**src/rtl/mem_access_ctrl_if.sv**
```systemverilog
// Signal bundle between the memory-stage sequencer, the EX/MEM register,
// the data cache and the MEM/WB register.
interface mem_access_ctrl_if;
    logic        ex_valid;
    logic        ex_MemRead;
    logic        ex_MemWrite;
    logic        ex_halt;
    logic [31:0] ex_addr;
    logic [31:0] ex_store;
    logic        dhit;
    logic [31:0] dmemload_in;

    logic        dREN;
    logic        dWEN;
    logic [31:0] daddr;
    logic [31:0] dstore;
    logic [31:0] dmemload_out;
    logic        mwb_WEN;
    logic        mwb_flush;
    logic        mem_stall;
    logic        halt_out;
    logic        err_timeout;

    modport master (
        input  ex_valid, ex_MemRead, ex_MemWrite, ex_halt, ex_addr, ex_store,
        input  dhit, dmemload_in,
        output dREN, dWEN, daddr, dstore, dmemload_out,
        output mwb_WEN, mwb_flush, mem_stall, halt_out, err_timeout
    );

    modport slave (
        output ex_valid, ex_MemRead, ex_MemWrite, ex_halt, ex_addr, ex_store,
        output dhit, dmemload_in,
        input  dREN, dWEN, daddr, dstore, dmemload_out,
        input  mwb_WEN, mwb_flush, mem_stall, halt_out, err_timeout
    );
endinterface

```
**src/rtl/mem_access_ctrl.sv**
```systemverilog
// Memory-stage access sequencer: issues dcache requests, stalls upstream
// until dhit, drives MEM/WB enable/flush and latches HALT.
module mem_access_ctrl #(
    parameter int unsigned MAX_WAIT = 64
) (
    input  logic               CLK,
    input  logic               nRST,
    mem_access_ctrl_if.master  bus
);

    localparam int unsigned CNT_W = $clog2(MAX_WAIT + 1);

    typedef enum logic [1:0] {
        IDLE   = 2'd0,
        BUSY   = 2'd1,
        HALTED = 2'd2
    } state_t;

    state_t      state_q, state_d;
    logic [31:0] addr_q, addr_d;
    logic [31:0] data_q, data_d;
    logic [31:0] load_q, load_d;
    logic        wr_q, wr_d;
    logic        hreq_q, hreq_d;
    logic        halt_q, halt_d;
    logic        err_q, err_d;
    logic [CNT_W-1:0] cnt_q, cnt_d;

    logic        mem_op;
    logic        dren, dwen;
    logic [31:0] daddr, dstore;
    logic        mwb_wen, mwb_flush, mem_stall;

    assign mem_op = bus.ex_valid & (bus.ex_MemRead | bus.ex_MemWrite);

    always_comb begin
        state_d   = state_q;
        addr_d    = addr_q;
        data_d    = data_q;
        wr_d      = wr_q;
        hreq_d    = hreq_q;
        halt_d    = halt_q;
        err_d     = err_q;
        cnt_d     = cnt_q;
        load_d    = bus.dhit ? bus.dmemload_in : load_q;

        dren      = 1'b0;
        dwen      = 1'b0;
        daddr     = 32'h0;
        dstore    = 32'h0;
        mwb_wen   = 1'b0;
        mwb_flush = 1'b0;
        mem_stall = 1'b0;

        unique case (state_q)
            IDLE: begin
                if (mem_op) begin
                    // A simultaneous read+write request is treated as a store.
                    dwen   = bus.ex_MemWrite;
                    dren   = ~bus.ex_MemWrite;
                    daddr  = bus.ex_addr;
                    dstore = bus.ex_store;
                    addr_d = bus.ex_addr;
                    data_d = bus.ex_store;
                    wr_d   = bus.ex_MemWrite;
                    hreq_d = bus.ex_halt;
                    if (bus.dhit) begin
                        mwb_wen = 1'b1;
                        if (bus.ex_halt) begin
                            halt_d  = 1'b1;
                            state_d = HALTED;
                        end
                    end else begin
                        mem_stall = 1'b1;
                        mwb_flush = 1'b1;
                        state_d   = BUSY;
                    end
                end else if (bus.ex_valid && bus.ex_halt) begin
                    mwb_wen = 1'b1;
                    halt_d  = 1'b1;
                    state_d = HALTED;
                end else begin
                    mwb_wen = 1'b1;
                end
            end

            BUSY: begin
                dwen   = wr_q;
                dren   = ~wr_q;
                daddr  = addr_q;
                dstore = data_q;
                if (bus.dhit) begin
                    mwb_wen = 1'b1;
                    cnt_d   = '0;
                    if (hreq_q) begin
                        halt_d  = 1'b1;
                        state_d = HALTED;
                    end else begin
                        state_d = IDLE;
                    end
                end else begin
                    mem_stall = 1'b1;
                    mwb_flush = 1'b1;
                    if (cnt_q < CNT_W'(MAX_WAIT)) begin
                        cnt_d = cnt_q + CNT_W'(1);
                    end
                    // The request is not abandoned on timeout; only the flag latches.
                    if (cnt_d == CNT_W'(MAX_WAIT)) begin
                        err_d = 1'b1;
                    end
                end
            end

            HALTED: begin
                mem_stall = 1'b1;
                mwb_flush = 1'b1;
            end

            default: begin
                state_d = IDLE;
            end
        endcase

        // While reset is held the request is dropped and MEM/WB gets bubbles.
        if (nRST) begin
            dren      = 1'b0;
            dwen      = 1'b0;
            daddr     = 32'h0;
            dstore    = 32'h0;
            mwb_wen   = 1'b0;
            mwb_flush = 1'b1;
            mem_stall = 1'b0;
        end
    end

    always_ff @(posedge CLK) begin
        if (nRST) begin
            state_q <= IDLE;
            addr_q  <= 32'h0;
            data_q  <= 32'h0;
            load_q  <= 32'h0;
            wr_q    <= 1'b0;
            hreq_q  <= 1'b0;
            halt_q  <= 1'b0;
            err_q   <= 1'b0;
            cnt_q   <= '0;
        end else begin
            state_q <= state_d;
            addr_q  <= addr_d;
            data_q  <= data_d;
            load_q  <= load_d;
            wr_q    <= wr_d;
            hreq_q  <= hreq_d;
            halt_q  <= halt_d;
            err_q   <= err_d;
            cnt_q   <= cnt_d;
        end
    end

    assign bus.dREN         = dren;
    assign bus.dWEN         = dwen;
    assign bus.daddr        = daddr;
    assign bus.dstore       = dstore;
    assign bus.dmemload_out = bus.dhit ? bus.dmemload_in : load_q;
    assign bus.mwb_WEN      = mwb_wen;
    assign bus.mwb_flush    = mwb_flush;
    assign bus.mem_stall    = mem_stall;
    assign bus.halt_out     = halt_q;
    assign bus.err_timeout  = err_q;

    a_wen_flush_excl: assert property (@(posedge CLK) !(mwb_wen && mwb_flush));
    a_ren_wen_excl:   assert property (@(posedge CLK) !(dren && dwen));

endmodule

```
**src/flat_wrapper.sv**
```systemverilog
// flat-port wrapper written by rule: the top's interface ports become plain ports
module mem_access_ctrl_flat 
#(
    parameter int unsigned MAX_WAIT = 64
)
  (CLK, nRST, bus_ex_valid, bus_ex_MemRead, bus_ex_MemWrite, bus_ex_halt, bus_ex_addr, bus_ex_store, bus_dhit, bus_dmemload_in, bus_dREN, bus_dWEN, bus_daddr, bus_dstore, bus_dmemload_out, bus_mwb_WEN, bus_mwb_flush, bus_mem_stall, bus_halt_out, bus_err_timeout);
  mem_access_ctrl_if bus_i ();
  input  logic CLK;
  input  logic nRST;
  input wire logic [$bits(bus_i.ex_valid)-1:0] bus_ex_valid;
  input wire logic [$bits(bus_i.ex_MemRead)-1:0] bus_ex_MemRead;
  input wire logic [$bits(bus_i.ex_MemWrite)-1:0] bus_ex_MemWrite;
  input wire logic [$bits(bus_i.ex_halt)-1:0] bus_ex_halt;
  input wire logic [$bits(bus_i.ex_addr)-1:0] bus_ex_addr;
  input wire logic [$bits(bus_i.ex_store)-1:0] bus_ex_store;
  input wire logic [$bits(bus_i.dhit)-1:0] bus_dhit;
  input wire logic [$bits(bus_i.dmemload_in)-1:0] bus_dmemload_in;
  output wire logic [$bits(bus_i.dREN)-1:0] bus_dREN;
  output wire logic [$bits(bus_i.dWEN)-1:0] bus_dWEN;
  output wire logic [$bits(bus_i.daddr)-1:0] bus_daddr;
  output wire logic [$bits(bus_i.dstore)-1:0] bus_dstore;
  output wire logic [$bits(bus_i.dmemload_out)-1:0] bus_dmemload_out;
  output wire logic [$bits(bus_i.mwb_WEN)-1:0] bus_mwb_WEN;
  output wire logic [$bits(bus_i.mwb_flush)-1:0] bus_mwb_flush;
  output wire logic [$bits(bus_i.mem_stall)-1:0] bus_mem_stall;
  output wire logic [$bits(bus_i.halt_out)-1:0] bus_halt_out;
  output wire logic [$bits(bus_i.err_timeout)-1:0] bus_err_timeout;
  assign bus_i.ex_valid = bus_ex_valid;
  assign bus_i.ex_MemRead = bus_ex_MemRead;
  assign bus_i.ex_MemWrite = bus_ex_MemWrite;
  assign bus_i.ex_halt = bus_ex_halt;
  assign bus_i.ex_addr = bus_ex_addr;
  assign bus_i.ex_store = bus_ex_store;
  assign bus_i.dhit = bus_dhit;
  assign bus_i.dmemload_in = bus_dmemload_in;
  assign bus_dREN = bus_i.dREN;
  assign bus_dWEN = bus_i.dWEN;
  assign bus_daddr = bus_i.daddr;
  assign bus_dstore = bus_i.dstore;
  assign bus_dmemload_out = bus_i.dmemload_out;
  assign bus_mwb_WEN = bus_i.mwb_WEN;
  assign bus_mwb_flush = bus_i.mwb_flush;
  assign bus_mem_stall = bus_i.mem_stall;
  assign bus_halt_out = bus_i.halt_out;
  assign bus_err_timeout = bus_i.err_timeout;
  mem_access_ctrl #(.MAX_WAIT(MAX_WAIT)) u_core (.CLK(CLK), .nRST(nRST), .bus(bus_i));
endmodule
```
**config.mk**
```make
export PLATFORM = sky130hd
export DESIGN_NAME = mem_access_ctrl_flat
export DESIGN_NICKNAME = d
export VERILOG_FILES = /design/src/rtl/mem_access_ctrl_if.sv /design/src/rtl/mem_access_ctrl.sv /design/src/flat_wrapper.sv
export SDC_FILE = /design/constraint.sdc
export NUM_CORES = 1
export LEC_CHECK = 0
export BUFFER_PORTS_ARGS = -buffer_cell sky130_fd_sc_hd__buf_4
export CORE_ASPECT_RATIO = 1.4
export CORE_MARGIN = 1.5
export CORE_UTILIZATION = 40
export CTS_CLUSTER_SIZE = 25
export DETAILED_ROUTE_END_ITERATION = 10
export PLACE_DENSITY = 0.69
export SETUP_SLACK_MARGIN = 0.15
export SLEW_MARGIN = 40
export SYNTH_ARGS = -nofsm -noshare
export SYNTH_HDL_FRONTEND = slang
export SYNTH_SLANG_ARGS = --single-unit
```
**constraint.sdc**
```tcl
create_clock -name CLK -period 2.3 [get_ports CLK]
set_input_delay 0.46 -clock CLK [delete_from_list [all_inputs] [get_ports CLK]]
set_output_delay 0.46 -clock CLK [all_outputs]
set_load 0.03 [all_outputs]
```
## After elaboration in Yosys (flattened, before gate mapping)

Index checks and enable logic that the tools add are counted.

| cells by class | value |
|---|---|
| add/sub/neg operators | 1 |
| $lt $le $gt $ge | 1 |
| eq/ne operators | 9 |
| multiplexer cells | 40 |
| bitwise gates (word level) | 6 |
| reductions and logical operators | 7 |

Operators by type and width:

| kind | count |
|---|---|
| $mux 32 | 5 |
| $pmux 32 s2 | 2 |
| $mux 7 | 4 |
| $mux 1 | 17 |
| $mux 2 | 6 |
| $pmux 1 s2 | 4 |
| $add 7x1->7 const B | 1 |
| $eq 7x7->1 const B | 1 |
| $lt 7x7->1 const B | 1 |
| $ne 3x3->1 const B | 2 |
| $pmux 2 s3 | 1 |
| $reduce_and 6->1 | 1 |
| $ne 4x4->1 const B | 1 |
| $not 1->1 | 4 |
| $reduce_and 4->1 | 1 |
| $ne 3x1->1 const B | 1 |
| $pmux 1 s3 | 1 |
| $reduce_and 3->1 | 1 |
| $eq 2x1->1 const B | 1 |
| $eq 2x2->1 const B | 1 |
| $logic_not 2->1 | 1 |
| $ne 2x1->1 const B | 1 |
| $ne 2x2->1 const B | 1 |
| $reduce_and 2->1 | 1 |
| 4 further kinds | 4 |

| word-level totals | value |
|---|---|
| register bits | 109 |
| logic and storage cells | 73 |

## Longest topological paths before layout

Gate-level depths: netlist of the first run.

| depth | value |
|---|---|
| depth in word-level cells | 6 |
| mapped depth | 7 |

## Worst setup path after synthesis of the first run

Ideal clock, no wire load.

| timing | value |
|---|---|
| kind | in2out |
| start | input port bus_ex_MemWrite |
| end | output port bus_daddr[23] |
| data arrival time | 1707 ps |
| required time | 1840 ps |
| path slack | 133 ps |
| stages | 6 |
| cell sequence | nor2_1 -> nor3_1 -> buf_2 -> buf_2 -> nand2_1 -> a21oi_1 |

| on the way | value |
|---|---|
| cells in the longest elaborated chain, start to end | 5 |

Ends and longest elaborated chain:

| element | line | RTL |
|---|---|---|
| start: declaration | flat_wrapper.sv:12 | `input wire logic [$bits(bus_i.ex_MemWrite)-1:0] bus_ex_MemWrite;` |
| $or 1x1->1 | mem_access_ctrl.sv:34 | `assign mem_op = bus.ex_valid & (bus.ex_MemRead \| bus.ex_MemWrite);` |
| $and 1x1->1 | mem_access_ctrl.sv:34 |  |
| $mux 32 | mem_access_ctrl.sv:57 | `if (mem_op) begin` |
| $pmux 32 s2 | mem_access_ctrl.sv:55 | `unique case (state_q)` |
| $mux 32 | mem_access_ctrl.sv:125 | `if (nRST) begin` |
| end: declaration | flat_wrapper.sv:20 | `output wire logic [$bits(bus_i.daddr)-1:0] bus_daddr;` |

No other way between the ends.

## Worst setup path after layout of the first run

| timing | value |
|---|---|
| start | register u_core.state_q[0] |
| end | output port bus_daddr[20] |

| on the way | value |
|---|---|
| cells in the longest elaborated chain, start to end | 3 |
| elaborated cells on any way between the ends | 4 |
| those cells by class | 1 x eq/ne; 2 x mux; 1 x reduce/logical |

Ends and longest elaborated chain:

| element | line | RTL |
|---|---|---|
| start: declaration | mem_access_ctrl.sv:19 | `state_t state_q, state_d;` |
| start signal: assignment | mem_access_ctrl.sv:148 | `state_q <= state_d;` |
| $eq 2x1->1 / $logic_not 2->1 (equally long branches) | mem_access_ctrl.sv:55 |  |
| $pmux 32 s2 * | mem_access_ctrl.sv:55 |  |
| $mux 32 * | mem_access_ctrl.sv:125 |  |

Every way passes the cells marked *; elsewhere a longest branch is shown, timed or not.

==> results of run 1 <==
kinds of logic after synthesis:
family                   after synthesis
XOR/XNOR                               3
flip-flops                           109
multiplexers                          32
AO/OA/AOI/OAI                        154
buffers and inverters                 53
AND/OR/NAND/NOR                      265
adder cells (fa/ha/maj)                1
layer usage:
layer | share of wire (%) | wire, um | up-vias
met5 | 0 | 0 | -
met4 | 1.0 | 165 | 0
met3 | 8.2 | 1300 | 14
met2 | 53 | 8410 | 192
met1 | 38 | 5950 | 2426
li1 | - | - | 2442
registers in the layout, indices dropped and copies added, names as in the netlist:
register / count
u_core.addr_q: 32
u_core.bus.err_timeout: 1
u_core.bus.halt_out: 1
u_core.cnt_q: 7
u_core.data_q: 32
u_core.hreq_q: 1
u_core.load_q: 32
u_core.state_q: 2
u_core.wr_q: 1
metrics by stage:
step	hold WS, ns	setup TNS, ns	utilization (%)	instance area [um^2]
after floorplan	0.437	0	-	4820
after global placement	0.440	0	56.3	6450
after detailed placement	0.438	0	56.3	6450
after CTS	0.373	0	62.4	7150
after global routing	0.376	-0.00556	68.3	7830
final	0.386	0	68.3	7830
layout make-up:
type                    count  area (um^2)
clock buffers              12          256
clock inverters             4         70.1
fillers                   866         3630
inverters                   4         15.0
multi-input cells         455         2870
flip-flops and latches    109         2180
well taps                 144          180
repair buffers            240         2250
cells in the final DEF, fill, tap and decap left out, types with 3 or more instances in the layout:
cell type	instances
a21oi_2	60
a21oi_4	5
nor2_1	7
nor2b_1	35
buf_16	4
buf_12	4
a21oi_1	73
inv_1	4
dfxtp_1	107
xnor2_1	3
mux2_2	32
nand2_4	21
buf_4	159
buf_6	69
clkbuf_16	12
nand2_2	12
o21ai_0	6
nand2_1	168
critical path: stages, from the launching register on:
cell      delay (ns)
dfxtp_2         0.32
nand2b_4        0.15
nor3_4          0.15
buf_6           0.20
buf_12          0.15
nand2_1         0.11
a21oi_2         0.18
buf_6           0.15
worst max path at each step:
stage	startpoint	to	cells past startpoint
6_report	u_core.state_q[0]	bus_daddr[20]	7
5_1_grt	u_core.state_q[0]	bus_daddr[20]	7
4_1_cts	u_core.state_q[0]	bus_dstore[4]	7
3_5_place_dp	bus_ex_MemWrite	bus_daddr[3]	7
3_3_place_gp	bus_ex_MemWrite	bus_daddr[3]	7
2_1_floorplan	bus_ex_MemWrite	bus_dstore[10]	6
timing repair:
item,CTS,global route
pin swaps,3,40
cloned,4,3
resized for setup,62,127
setup endpoints to repair,67,67
buffers inserted,6,13
power by group:
group          internal [W]  total (W)  switching [W]  leakage, nW
Clock               0.00101    0.00168       0.000671        0.163
Combinational      0.000544    0.00123       0.000686         2.16
Sequential          0.00200    0.00205      0.0000512        0.895
==> metrics, run 1 <==
yosys warns 0; CP Data Arrival Time approximately 1.8 ns; startpoint types register; RSZ-0062 raised after global routing yes; worst slew pin tran ~0.7 ns; ys flop type dfxtp_1; Worst R2R Start u_core.cnt_q[0]; grt met2 use 39.1%; P per Cell Area 634 mW/mm^2; DIE AREA 0.0125 mm^2; Worst IR Drop VDD 0.000448 V; first-pass GRT wire length 22600 um; register clock-pin slew on the reported worst setup and hold paths 0.06 ns; EDFF count, synth 0; sequential share of the synthesized area 45.9%; fin crit period approximately 2.2 ns; routability cong. 0.753; diode count 0; clk buf depth 2; I/O pin count 206; CTS root buf clkbuf_16; Syn Inst Count 617; Async S/R FF share, synth 0%; Synth Area in XOR/XNOR 0.553%; share of cells above drive strength 1 48.4%; Initial Utilization between 40% and 50%; clock sinks ~110; H-tree Lvls 3; Max-Slew Margin vs Limit 54.0%; complex-gate fraction of the synthesized area approximately 17%; synth top area cells dfxtp_1, nand2_1, a21oi_1; via count 5074; CTS tree built; Setup CP Type register to primary output; Final period util between 90% and 100%; DRC Markers 0; number of global-route vias before repair 4804; Post-CTS Hold Buffers 0; WL final 15800 um; Yosys top cell by area dfxtp_1; DP HPWL ~9300 um; end point of the worst hold path u_core.hreq_q; Crit Path Max Fanout 9; Placed Instances 925; Num CTS Buffers 9; Clock Skew 0.00578 ns; R2R cell count 5; final hold violation count 0; die width 95.1 um; max cap viols 0; Yosys cell types 31; Vias/cell about 5.2; RR Endpoint u_core.bus.err_timeout; average size of a mapped cell 7.70 um^2; core area 0.0115 mm^2; Rows 46; top cell type's share of synthesized area 45.9%; DP Worst Slack 0.106 ns; P&R area growth vs syn 64.8%; Post-Syn Area 0.00475 mm^2; leak pwr 3.21 nW; most numerous cell in the Yosys netlist nand2_1; GR peak layer met2; Max Freq 0.453 GHz; largest net degree at the start of global routing 77; crit end category primary output; drt first pass iters 4; routing usage on met1 26.0%; Critical Path RT around 1.8 ns; Avg WL per Cell 16.3 um; reg2reg setup slack 0.50 ns; Final Non-Filler Cells 968; HP Class input port to register; hold path start bus_ex_halt; met3 usage 7.27%; Mapped Nets 721; post-synthesis mux area share 7.59%; clk_lat worst skew approximately 0.34 ns; outcome finished, final reports clean; DRT iter0 DRCs 196; largest family of logic cells by synthesized area simple AND/OR/NAND/NOR gates; Synth Register Bits 109; GR Overflow Total 0; Die Y 132 um; total power roughly 0.0050 W; Final Slew Violations 0; # setup viols final 0; top cells by count, synth nand2_1, a21oi_1, dfxtp_1, nor2b_1, clkbuf_1; worst hold path depth 3; All-Layer GR Usage 22.6%; DRT antenna net count 0; area share of and/or/nand/nor cells after synthesis between 20% and 30%; area share of fa/ha/maj cells after synthesis 0.263%; Final WS setup approximately 0.09 ns; Port Buf Inserts 205; # nets final 923; initial antenna violation count 0
No activity file was read; power rests on OpenSTA's default activity.
==> inputs of run 2 (changes only) <==
- ABC_AREA: default -> 1
- CAP_MARGIN: default -> 30
- CELL_PAD_IN_SITES_DETAIL_PLACEMENT: default -> 1
- CELL_PAD_IN_SITES_GLOBAL_PLACEMENT: default -> 1
- CORE_UTILIZATION: 40 -> 35
- PLACE_DENSITY: 0.69 -> default
- PLACE_DENSITY_LB_ADDON: default -> 0.1
==> metrics, run 2 <==
DRT iter0 DRCs 114 (-42%); fill count 2058 (+140%); RSZ-0062 raised after global routing yes; P&R area growth vs syn 43.5%; Max-Slew Margin vs Limit 70.6% (+17 points); CTS root buf clkbuf_16; Synth Register Bits 109 (unchanged); hold path start bus_dmemload_in[18]; share of cells above drive strength 1 39.6% (-8.8 points); most frequent cells in the layout nand2_1, buf_4, inv_1, dfxtp_1, a21oi_1; # nets final 1141 (+24%); core area 0.0162 mm^2 (+41%); Clock Skew 0.00500 ns (-0.000779 ns); outcome finished, final reports clean; GR Overflow Total 0 (unchanged); top cells by count, synth nand2_1, a21oi_1, inv_1, dfxtp_1, a21oi_2; most common cell after layout, fill and taps aside nand2_1; Yosys cell types 26 (-16%); average size of a mapped cell 6.93 um^2 (-10%); Post-CTS Hold Buffers 0 (unchanged); Syn Inst Count 835 (+35%); clk buf depth 2 (unchanged); Multi-input gate area 0.00290 mm^2 (+0.92%); I/O pin count 206 (unchanged); register clock-pin slew on the reported worst setup and hold paths 0.07 ns (about the same); most numerous cell in the Yosys netlist nand2_1; Crit Path Max Fanout 9 (unchanged); ys flop type dfxtp_1; startpoint types input port; Setup CP Type input port to primary output; Storage cell area 0.00218 mm^2 (unchanged); EDFF count, synth 0 (unchanged); Worst R2R Start u_core.state_q[1]; largest net degree at the start of global routing 80 (+3.9%); Worst IR Drop VDD 0.000332 V (-26%); synth top area cells dfxtp_1, nand2_1, a21oi_1; Vias/cell 4.66 (-11%); top cell type's share of synthesized area 37.7% (-8.2 points); sequential share of the synthesized area 37.7% (-8.2 points); Final Non-Filler Cells 1241 (+28%); fin crit period 2.22 ns (+0.0141 ns); P per Cell Area 637 mW/mm^2 (+0.50%); via count 5784 (+14%); Critical Path RT 1.84 ns (about the same); Num CTS Buffers 9 (unchanged); DIE AREA 0.0173 mm^2 (+38%); DRT antenna net count 0 (unchanged); CP startpoint bus_ex_valid; CP Data Arrival Time 1.76 ns (about the same); routability cong. 0.772 (+2.5%); drt first pass iters 4 (unchanged); number of global-route vias before repair 5871 (+22%); clk_lat worst skew 0.35 ns (about the same); # setup viols final 0 (unchanged); Mapped Nets 939 (+30%); Final Slew Violations 0 (unchanged); setup_tns 0 ns (unchanged); yosys warns 0 (unchanged); Rows 55 (+20%); largest registers u_core.addr_q x32, u_core.data_q x32, u_core.load_q x32; Final period util 96.7% (+0.61 points); Yosys top cell by area dfxtp_1; worst slew pin tran 0.441 ns (-0.249 ns); Avg WL per Cell 13.9 um (-15%); HP Class input port to register; WL final 17300 um (+9.3%); final hold violation count 0 (unchanged); DRC Markers 0 (unchanged); All-Layer GR Usage 20.0% (-2.7 points); DP HPWL 11700 um (+26%); Async S/R FF share, synth 0% (unchanged); Initial Utilization 35.8% (-5.7 points); CTS tree built; max cap viols 0 (unchanged); Max Freq 0.450 GHz (-0.64%); diode count 0 (unchanged); Post-Syn Area 0.00578 mm^2 (+22%); initial antenna violation count 0 (unchanged); H-tree Lvls 3 (unchanged); clock sinks 109 (unchanged); crit end category primary output; Die Y 155 um (+18%); die width 112 um (+17%); leak pwr 3.67 nW (+14%); Port Buf Inserts 205 (unchanged); Placed Instances 1208 (+31%); first-pass GRT wire length 28100 um (+24%)
==> run 2: final timing paths <==
kind | end | slack (ns) | cells past startpoint
setup / recovery | bus_dstore[23] | 0.08 | 9
setup reg to reg | u_core.addr_q[0] | 0.90 | 7
hold reg to reg | u_core.data_q[28] | 0.46 | 2
hold / removal | u_core.load_q[18] | 0.39 | 3
==> run 2: layer usage <==
| metal | GRT usage [%] | share of wire (%) |
|---|---|---|
| met5 | 0 | 0 |
| met4 | 7.66 | 2.0 |
| met3 | 3.78 | 5.1 |
| met2 | 37.4 | 52 |
| met1 | 22.2 | 41 |
==> run 2: report_power, final <==
| part | internal [W] | total [W] | switching [W] | leakage (nW) |
|---|---|---|---|---|
| registers | 0.00201 | 0.00207 | 0.0000595 | 0.894 |
| clock network | 0.000959 | 0.00170 | 0.000737 | 0.152 |
| logic | 0.000621 | 0.00151 | 0.000894 | 2.62 |
==> run 2: logic make-up (layout without fill, tap and decap cells) <==
kind of cell	after synthesis	after routing	synth area share, %
compound gates	181	181	19.9
flops	109	109	37.7
simple gates	354	355	28.0
buf+inv	190	396	14.2
fa+ha+maj	1	1	0.216
==> run 2: final cells by class <==
type	count	share of cell area, %
clock buffer	9	2.71
multi-input combinational	537	34.9
timing repair buffer	238	25.4
clock inverter	7	1.18
inverter	142	6.45
tap	199	3.00
sequential	109	26.3
==> run 2: through the flow <==
stage	cell area [um^2]	power [W]	setup slack (ns)	utilization, %	hold WS [ns]
final	8300	0.00528	0.0763	51.3	0.388
after global routing	8300	0.00556	0.00935	51.3	0.389
after CTS	8100	0.00533	0.0634	50.1	0.377
after detailed placement	7540	0.00349	0.0663	46.6	0.454
after global placement	7540	0.00348	0.0949	46.6	0.440
after floorplan	5780	0.00299	0.243	-	0.439
==> run 2: timing repair <==
action	in CTS	in global routing
gates resized for setup	12	56
cloned	4	0
pin swaps	2	0
setup endpoints to repair	68	69
setup buffers	13	0
==> run 2: critical path, stage by stage <==
cell and delay [ns]:
buf_4 0.09, inv_1 0.07, nor2_4 0.28, nand2_8 0.17
bufbuf_16 0.31, nor2_4 0.07, inv_2 0.05, a21oi_2 0.13
buf_6 0.15
